$ cat src/rtl/screen_fill_ctrl.sv
// -----------------------------------------------------------------------------
// screen_fill_ctrl
//
// Owns the single write port of the frame_buffer screen RAM and shares it
// between two requesters:
//   - Hack CPU screen writes, which always win and are never dropped;
//   - a built-in fill engine that sweeps every screen word with one pattern
//     (for example, clear-to-black).
//
// Every output is registered. A request sampled at edge N is visible on fb_*
// after edge N. CPU writes have priority over the fill engine. While a CPU
// write is in progress the fill engine stalls and holds its address counter,
// so a fill lasts exactly WORDS cycles plus one cycle per CPU write made
// during the fill.
//
// Parameters
//   ADDR_WIDTH      width of a screen word address
//   DATA_WIDTH      width of a screen word (16 pixels)
//   WORDS           number of words swept by a fill (last address is WORDS-1)
//   SYNC_TO_VBLANK  1: a fill waits for vblank before it starts; 0: a fill
//                   starts immediately
//
// Ports
//   clk           in   system clock
//   reset         in   asynchronous, active-high reset
//   cpu_address   in   CPU screen word address
//   cpu_data      in   CPU write data
//   cpu_load      in   CPU write strobe, one word per cycle
//   fill_start    in   fill request (level, sampled in IDLE only)
//   fill_abort    in   cancels a pending or running fill
//   fill_pattern  in   fill word, latched when fill_start is accepted
//   vblank        in   high outside the visible VGA area
//   fb_address    out  frame_buffer write_address
//   fb_data       out  frame_buffer data_in
//   fb_load       out  frame_buffer load
//   fill_busy     out  high while a fill is pending or running
//   fill_done     out  one-cycle pulse together with the final fill write
// -----------------------------------------------------------------------------
module screen_fill_ctrl #(
    parameter int ADDR_WIDTH     = 13,
    parameter int DATA_WIDTH     = 16,
    parameter int WORDS          = 8192,
    parameter int SYNC_TO_VBLANK = 1
) (
    input  logic                  clk,
    input  logic                  reset,
    input  logic [ADDR_WIDTH-1:0] cpu_address,
    input  logic [DATA_WIDTH-1:0] cpu_data,
    input  logic                  cpu_load,
    input  logic                  fill_start,
    input  logic                  fill_abort,
    input  logic [DATA_WIDTH-1:0] fill_pattern,
    input  logic                  vblank,
    output logic [ADDR_WIDTH-1:0] fb_address,
    output logic [DATA_WIDTH-1:0] fb_data,
    output logic                  fb_load,
    output logic                  fill_busy,
    output logic                  fill_done
);

    typedef enum logic [1:0] {
        IDLE    = 2'd0,
        WAIT_VB = 2'd1,
        FILL    = 2'd2
    } state_t;

    // The counter carries one extra bit so a sweep of 2^ADDR_WIDTH words
    // never needs to represent a wrapped value.
    localparam logic [ADDR_WIDTH:0] LAST_ADDR = (ADDR_WIDTH + 1)'(WORDS - 1);
    localparam logic [ADDR_WIDTH:0] ADDR_ONE  = (ADDR_WIDTH + 1)'(1);

    state_t                state_reg;
    logic [ADDR_WIDTH:0]   fill_addr_reg;
    logic [DATA_WIDTH-1:0] pattern_reg;

    logic start_ok;
    logic start_now;
    logic fill_write;
    logic fill_last;

    // A request together with an abort is not a request.
    assign start_ok   = fill_start && !fill_abort;
    // Without vblank synchronisation the fill can always begin at once.
    assign start_now  = (SYNC_TO_VBLANK == 0) || vblank;
    // The fill engine only gets the port when the CPU does not want it, and
    // an abort suppresses the write that would otherwise go out this edge.
    assign fill_write = (state_reg == FILL) && !fill_abort && !cpu_load;
    assign fill_last  = (fill_addr_reg == LAST_ADDR);

    always_ff @(posedge clk or posedge reset) begin
        if (reset) begin
            state_reg     <= IDLE;
            fill_addr_reg <= '0;
            pattern_reg   <= '0;
            fb_address    <= '0;
            fb_data       <= '0;
            fb_load       <= 1'b0;
            fill_busy     <= 1'b0;
            fill_done     <= 1'b0;
        end else begin
            fill_done <= 1'b0;

            // Write port arbitration: CPU first, then the sweep, else idle.
            // The address and data hold their values while the port is idle.
            if (cpu_load) begin
                fb_address <= cpu_address;
                fb_data    <= cpu_data;
                fb_load    <= 1'b1;
            end else if (fill_write) begin
                fb_address <= fill_addr_reg[ADDR_WIDTH-1:0];
                fb_data    <= pattern_reg;
                fb_load    <= 1'b1;
            end else begin
                fb_load    <= 1'b0;
            end

            case (state_reg)
                IDLE: begin
                    if (start_ok) begin
                        pattern_reg   <= fill_pattern;
                        fill_addr_reg <= '0;
                        fill_busy     <= 1'b1;
                        state_reg     <= start_now ? FILL : WAIT_VB;
                    end
                end

                WAIT_VB: begin
                    if (fill_abort) begin
                        fill_addr_reg <= '0;
                        fill_busy     <= 1'b0;
                        state_reg     <= IDLE;
                    end else if (vblank) begin
                        state_reg     <= FILL;
                    end
                end

                FILL: begin
                    if (fill_abort) begin
                        fill_addr_reg <= '0;
                        fill_busy     <= 1'b0;
                        state_reg     <= IDLE;
                    end else if (!cpu_load) begin
                        // The counter only advances on edges where the sweep
                        // actually owned the port.
                        if (fill_last) begin
                            fill_addr_reg <= '0;
                            fill_busy     <= 1'b0;
                            fill_done     <= 1'b1;
                            state_reg     <= IDLE;
                        end else begin
                            fill_addr_reg <= fill_addr_reg + ADDR_ONE;
                        end
                    end
                end

                default: begin
                    fill_addr_reg <= '0;
                    fill_busy     <= 1'b0;
                    state_reg     <= IDLE;
                end
            endcase
        end
    end

endmodule

$ cat config.mk
export PLATFORM = sky130hd
export DESIGN_NAME = screen_fill_ctrl
export DESIGN_NICKNAME = d
export VERILOG_FILES = /design/src/rtl/screen_fill_ctrl.sv
export SDC_FILE = /design/constraint.sdc
export NUM_CORES = 1
export LEC_CHECK = 0
export CAP_MARGIN = 30
export CORE_MARGIN = 4
export CORE_UTILIZATION = 63
export DETAILED_ROUTE_END_ITERATION = 7
export DONT_BUFFER_PORTS = 1
export MAX_ROUTING_LAYER = met4
export PLACE_DENSITY = 0.83
export SLEW_MARGIN = 20
export SYNTH_ARGS = -nofsm -noshare
export SYNTH_HDL_FRONTEND = slang
export SYNTH_SLANG_ARGS = --single-unit
$ cat constraint.sdc
create_clock -name clk -period 2.8 [get_ports clk]
set_input_delay 0.56 -clock clk [delete_from_list [all_inputs] [get_ports clk]]
set_output_delay 0.56 -clock clk [all_outputs]
set_load 0.1 [all_outputs]
# Yosys cells after proc, flatten, opt, wreduce, memory -nomap -nowiden
# Index checks and enable logic that the tools add are counted.
# word_totals
reg_bits,64
inputBits,51
output_inout_bits,32
elab_cells,58
# classes
n_addsub,1
eq_ne,8
mux,30
reduce_logical,11
# ops
cell,n
$mux W14,5
$pmux W14 S3,1
$mux W16,2
$mux W13,2
$add A14 B1 Y14 const B,1
$eq A14 B13 Y1 const B,1
$mux W2,7
$mux W1,11
$ne A3 B3 Y1 const B,3
$reduce_and A4 Y1,2
$pmux W2 S3,1
$ne A2 B2 Y1 const B,2
$logic_and A1 B1 Y1,3
$pmux W1 S3,1
$reduce_and A3 Y1,1
$eq A2 B1 Y1 const B,1
$eq A2 B2 Y1 const B,1
$logic_not A1 Y1,2
$logic_not A2 Y1,1
$reduce_and A2 Y1,1
$reduce_bool A2 Y1,1

# Longest topological paths before layout
# depth
ltp_word,5
ltp_mapped,7
depth_no_buf,5

# Worst setup path after synthesis
# No wires, ideal clock.
# synth_path
path_type,input to register
startpoint,input fill_abort
endpoint,register pattern_reg[0]
setup_time_ns,0.128
arrival_ns,1.672
t_required_ns,2.672
path_slack_ns,1.001
stages,4
path_buffers,2
cell_sequence,buf_6 > nor4b_4 > buf_4 > mux2_1
# synth_via
elab_chain_len,3
# synth_lines
element,line_no,text
from (decl),51,"input logic fill_abort,"
$logic_not A1 Y1,82,assign start_ok = fill_start && !fill_abort;
$logic_and A1 B1 Y1,82,
$reduce_and A2 Y1 (no line),-,
to (signal assigned),120,pattern_reg <= fill_pattern;
to (decl),74,logic [DATA_WIDTH-1:0] pattern_reg;
# Every way passes these cells.
# A chain may end at the register's enable or synchronous reset.

# Worst setup path after layout
# layout_path
startpoint,register state_reg[1]
endpoint,register fb_data[11]
# layout_via
elab_chain_len,4
# layout_lines
element,line_no,text
from (decl),72,state_t state_reg;
from (signal assigned),123,state_reg <= start_now ? FILL : WAIT_VB;
$eq A2 B2 Y1,87,assign fill_write = (state_reg == FILL) && !fill_abort && !cpu_load;
$logic_and A1 B1 Y1 (2 in a row),87,
$reduce_bool A2 Y1 (no line),-,
to (signal assigned),107,fb_data <= cpu_data;
to (signal assigned),111,fb_data <= pattern_reg;
to (decl),55,"output logic [DATA_WIDTH-1:0] fb_data,"
# Every way passes these cells.

==> impl_results.md <==
- Status: completed
- Drt first pass iters: 4
- Register bit total from synthesis: 64
- Top_reg_cell synth: dfrtp_1
- Sw power: 0.896 mW
- Cells after Synth: roughly 280
- Post-DP HPWL: 4.37 mm
- Worst setup SP type: flip-flop
- CP cell instances: or3b_1, buf_4, mux2i_1, o21ai_0
- CTS sink cnt: 64
- Gr usage total: 23.2%
- Ant diodes: 0
- DIE AREA: between 6000 and 7000 sq um
- Worst-path maximum fanout: 17
- Layout area overhead: 6.04%
- Starting DRT DRC Count: 312
- Async S/R FF share, synth: 100%
- Total grt overflow: 0
- Clk slew on worst S/H paths: 0.06 ns
- Element type at the critical path end: flip-flop
- Place WS: 0.906 ns
- Leakage power: 1.42 nW
- Worst Tran Pin Value: ~0.92 ns
- Worst R2R End: fb_data[11]
- IO Pins: 83
- CTS resizes: 0
- Setup TNS: 0 ns
- RSZ-0062 raised after global routing: false
- Max VDD drop: 0.000499 V
- Register area share after synthesis: approximately 53%
- CTS Root Cell: clkbuf_8
- Post-Route WL: just over 6 mm
- Clock period minus worst slack: 1.89 ns
- # placed instances: about 320
- Period utilization: about two thirds
- TritonCTS clock tree: built
- First-pass GRT wire length: 10.5 mm
- Final Non-Filler Cells: 334
- CTS Buf Count: 9
- Share of cells above drive strength 1: 12.9%
- Maximum clock path buffer count: 2
- Internal: 1.60 mW
- Largest net degree at the start of global routing: 65
- Clk pwr share: between 30% and 40%
- Switching Fraction: a little over a third
- Number of cell rows: 25
- Initial cell density of the core: 64.9%
- Nets@finish: 327
- Hold crit path type: input pin to asynchronous set/reset pin
- FF-to-FF setup slack: 0.91 ns
- Logic gate share of total power: under 10%
- Drt wl/cell: 18.6 um
- IO Port Bufs: 0
- Post-CTS Setup Bufs: 0
- CP required: 3.05 ns
- Final setup margin: 0.915 ns
- Hold_buf cts: 0
- Critical-path top delay cell: or3b_1
- Final setup fails: 0
- Cell area after synthesis: 3050 sq um
- H-Tree Depth: 3
- Worst skew pair latency: 0.34 ns
- Unique cell type count in the Yosys netlist: 43
- Antenna-violating nets left: 0
- Post-route DRC: 0
- PwrDens: 772 nW/um^2
- Chip width: 77.5 um
- Slew Limit Fails: 0
- Hold Vio Cnt, Final: 0
- WP data arrival: between 2 and 2.5 ns
- CP Class: flip-flop to flip-flop
- Vias: 2099
- Vias in the first global route: 2211
- Vias per inst: 6.28
- Slew headroom: 38.5%
- Antenna violations before repair: 0
- Final RePlAce weighted congestion: between 0.8 and 0.9
- Slowest stage delay, CP: 0.56 ns
- Worst reg2reg path depth: 4
- R2r startpoint: state_reg[1]
- Maxcap violations: 0
- Clock skew: 0.00437 ns
- Post-synth EDFFs: 0
- DIE HEIGHT: about 78 um
- Highest clock rate: approximately 0.53 GHz
- Core ar.: between 4000 and 5000 sq um
- Ys Warns: 0
- Post-synth net total: between 300 and 400
- Sequential fraction of design power: 59.0%
- Avg Synthesized Cell Area: 11.0 sq um
==> synth_stat cells (all sizes together), types with 2 or more instances <==
cell,instances,area (sq um)
dfrtp,64,1600
nand2,38,143
o21ai,37,185
mux2i,27,270
mux2,16,180
buf,12,115
a21oi,11,58.8
inv,7,26.3
clkbuf,6,22.5
nor2,6,22.5
o31ai,6,45.0
nand3,5,25.0
or4,4,30.0
and2,3,20.0
nand2b,3,18.8
nand4,3,18.8
o41ai,3,26.3
or4b,3,30.0
a31oi,2,12.5
and4,2,21.3
nor3,2,10.0
nor3b,2,15.0
o22ai,2,12.5
or3b,2,17.5
==> layer usage <==
| metal | track usage [%] | vias up | wire length (um) |
|---|---|---|---|
| met5 | - | - | 0 |
| met2 | 37.0 | 72 | 3160 |
| met3 | 6.84 | 13 | 385 |
| met1 | 27.5 | 1023 | 2550 |
| met4 | 10.5 | 0 | 116 |
| li1 | - | 991 | - |
==> area by class of cell <==
cell class | count | area (sq um)
Timing Repair Buffer | 5 | 50.0
Clock buffer | 13 | 159
Sequential cell | 64 | 1600
Tap cell | 54 | 67.6
Inverter | 7 | 26.3
Clock inverter | 3 | 40.0
Fill cell | 339 | 1460
Multi-Input combinational cell | 188 | 1280
==> logic make-up (layout without fill, tap and decap cells) <==
logic type | Yosys count | count (layout) | share of synthesized area, %
compound gates | 66 | 66 | 12.8
fa+ha+maj | 1 | 1 | 0.411
buf+inv | 25 | 28 | 5.38
flops | 64 | 64 | 52.6
mux | 43 | 43 | 14.8
simple gates | 78 | 78 | 14.1
==> how the worst max path moves through the flow <==
stage,from,end,slack (ns)
floorplan,reset,fb_address[0],0.64
global placement,state_reg[1],fb_data[5],1.01
detailed placement,state_reg[1],fb_data[11],0.91
CTS,state_reg[1],fb_data[11],0.88
global route,state_reg[1],fb_data[11],0.74
finish,state_reg[1],fb_data[11],0.91
==> worst max-delay path: cells and delay by family (launching register included) <==
| family | cells | cell delay (ns) |
|---|---|---|
| AOI/OAI and AO/OA | 1 | 0.23 |
| muxes | 1 | 0.16 |
| DFF | 1 | 0.55 |
| and+or+nand+nor | 1 | 0.56 |
| buffers and inverters | 1 | 0.29 |
==> power by group through the flow <==
stage,combinational (mW),sequential (mW),clock (mW)
after global routing,0.263,1.49,0.854
after detailed placement,0.236,1.49,0
after global placement,0.223,1.48,0
after CTS,0.237,1.47,0.804
after floorplan,0.228,1.46,0
final,0.232,1.47,0.790
==> cell usage in the layout (no fill, tap or decap), types with 4 or more instances in the layout <==
| master | count |
|---|---|
| o31ai_1 | 6 |
| clkbuf_8 | 11 |
| dfrtp_1 | 64 |
| nand2_1 | 38 |
| nor2_1 | 6 |
| mux2i_1 | 27 |
| o21ai_0 | 27 |
| mux2_2 | 8 |
| nand3_1 | 5 |
| or4_1 | 4 |
| buf_4 | 4 |
| a21oi_1 | 10 |
| mux2_1 | 8 |
| inv_1 | 6 |
| o21ai_1 | 10 |
==> stage by stage <==
stage,util (%),cell area (sq um),hold WS (ns),power [mW]
final,68.8,3230,0.179,2.49
after detailed placement,64.6,3030,0.475,1.73
after floorplan,-,3050,0.457,1.69
after global routing,68.8,3230,0.216,2.60
after global placement,64.6,3030,0.467,1.71
after CTS,68.8,3230,0.190,2.51
(Power assumes the default switching activity.)
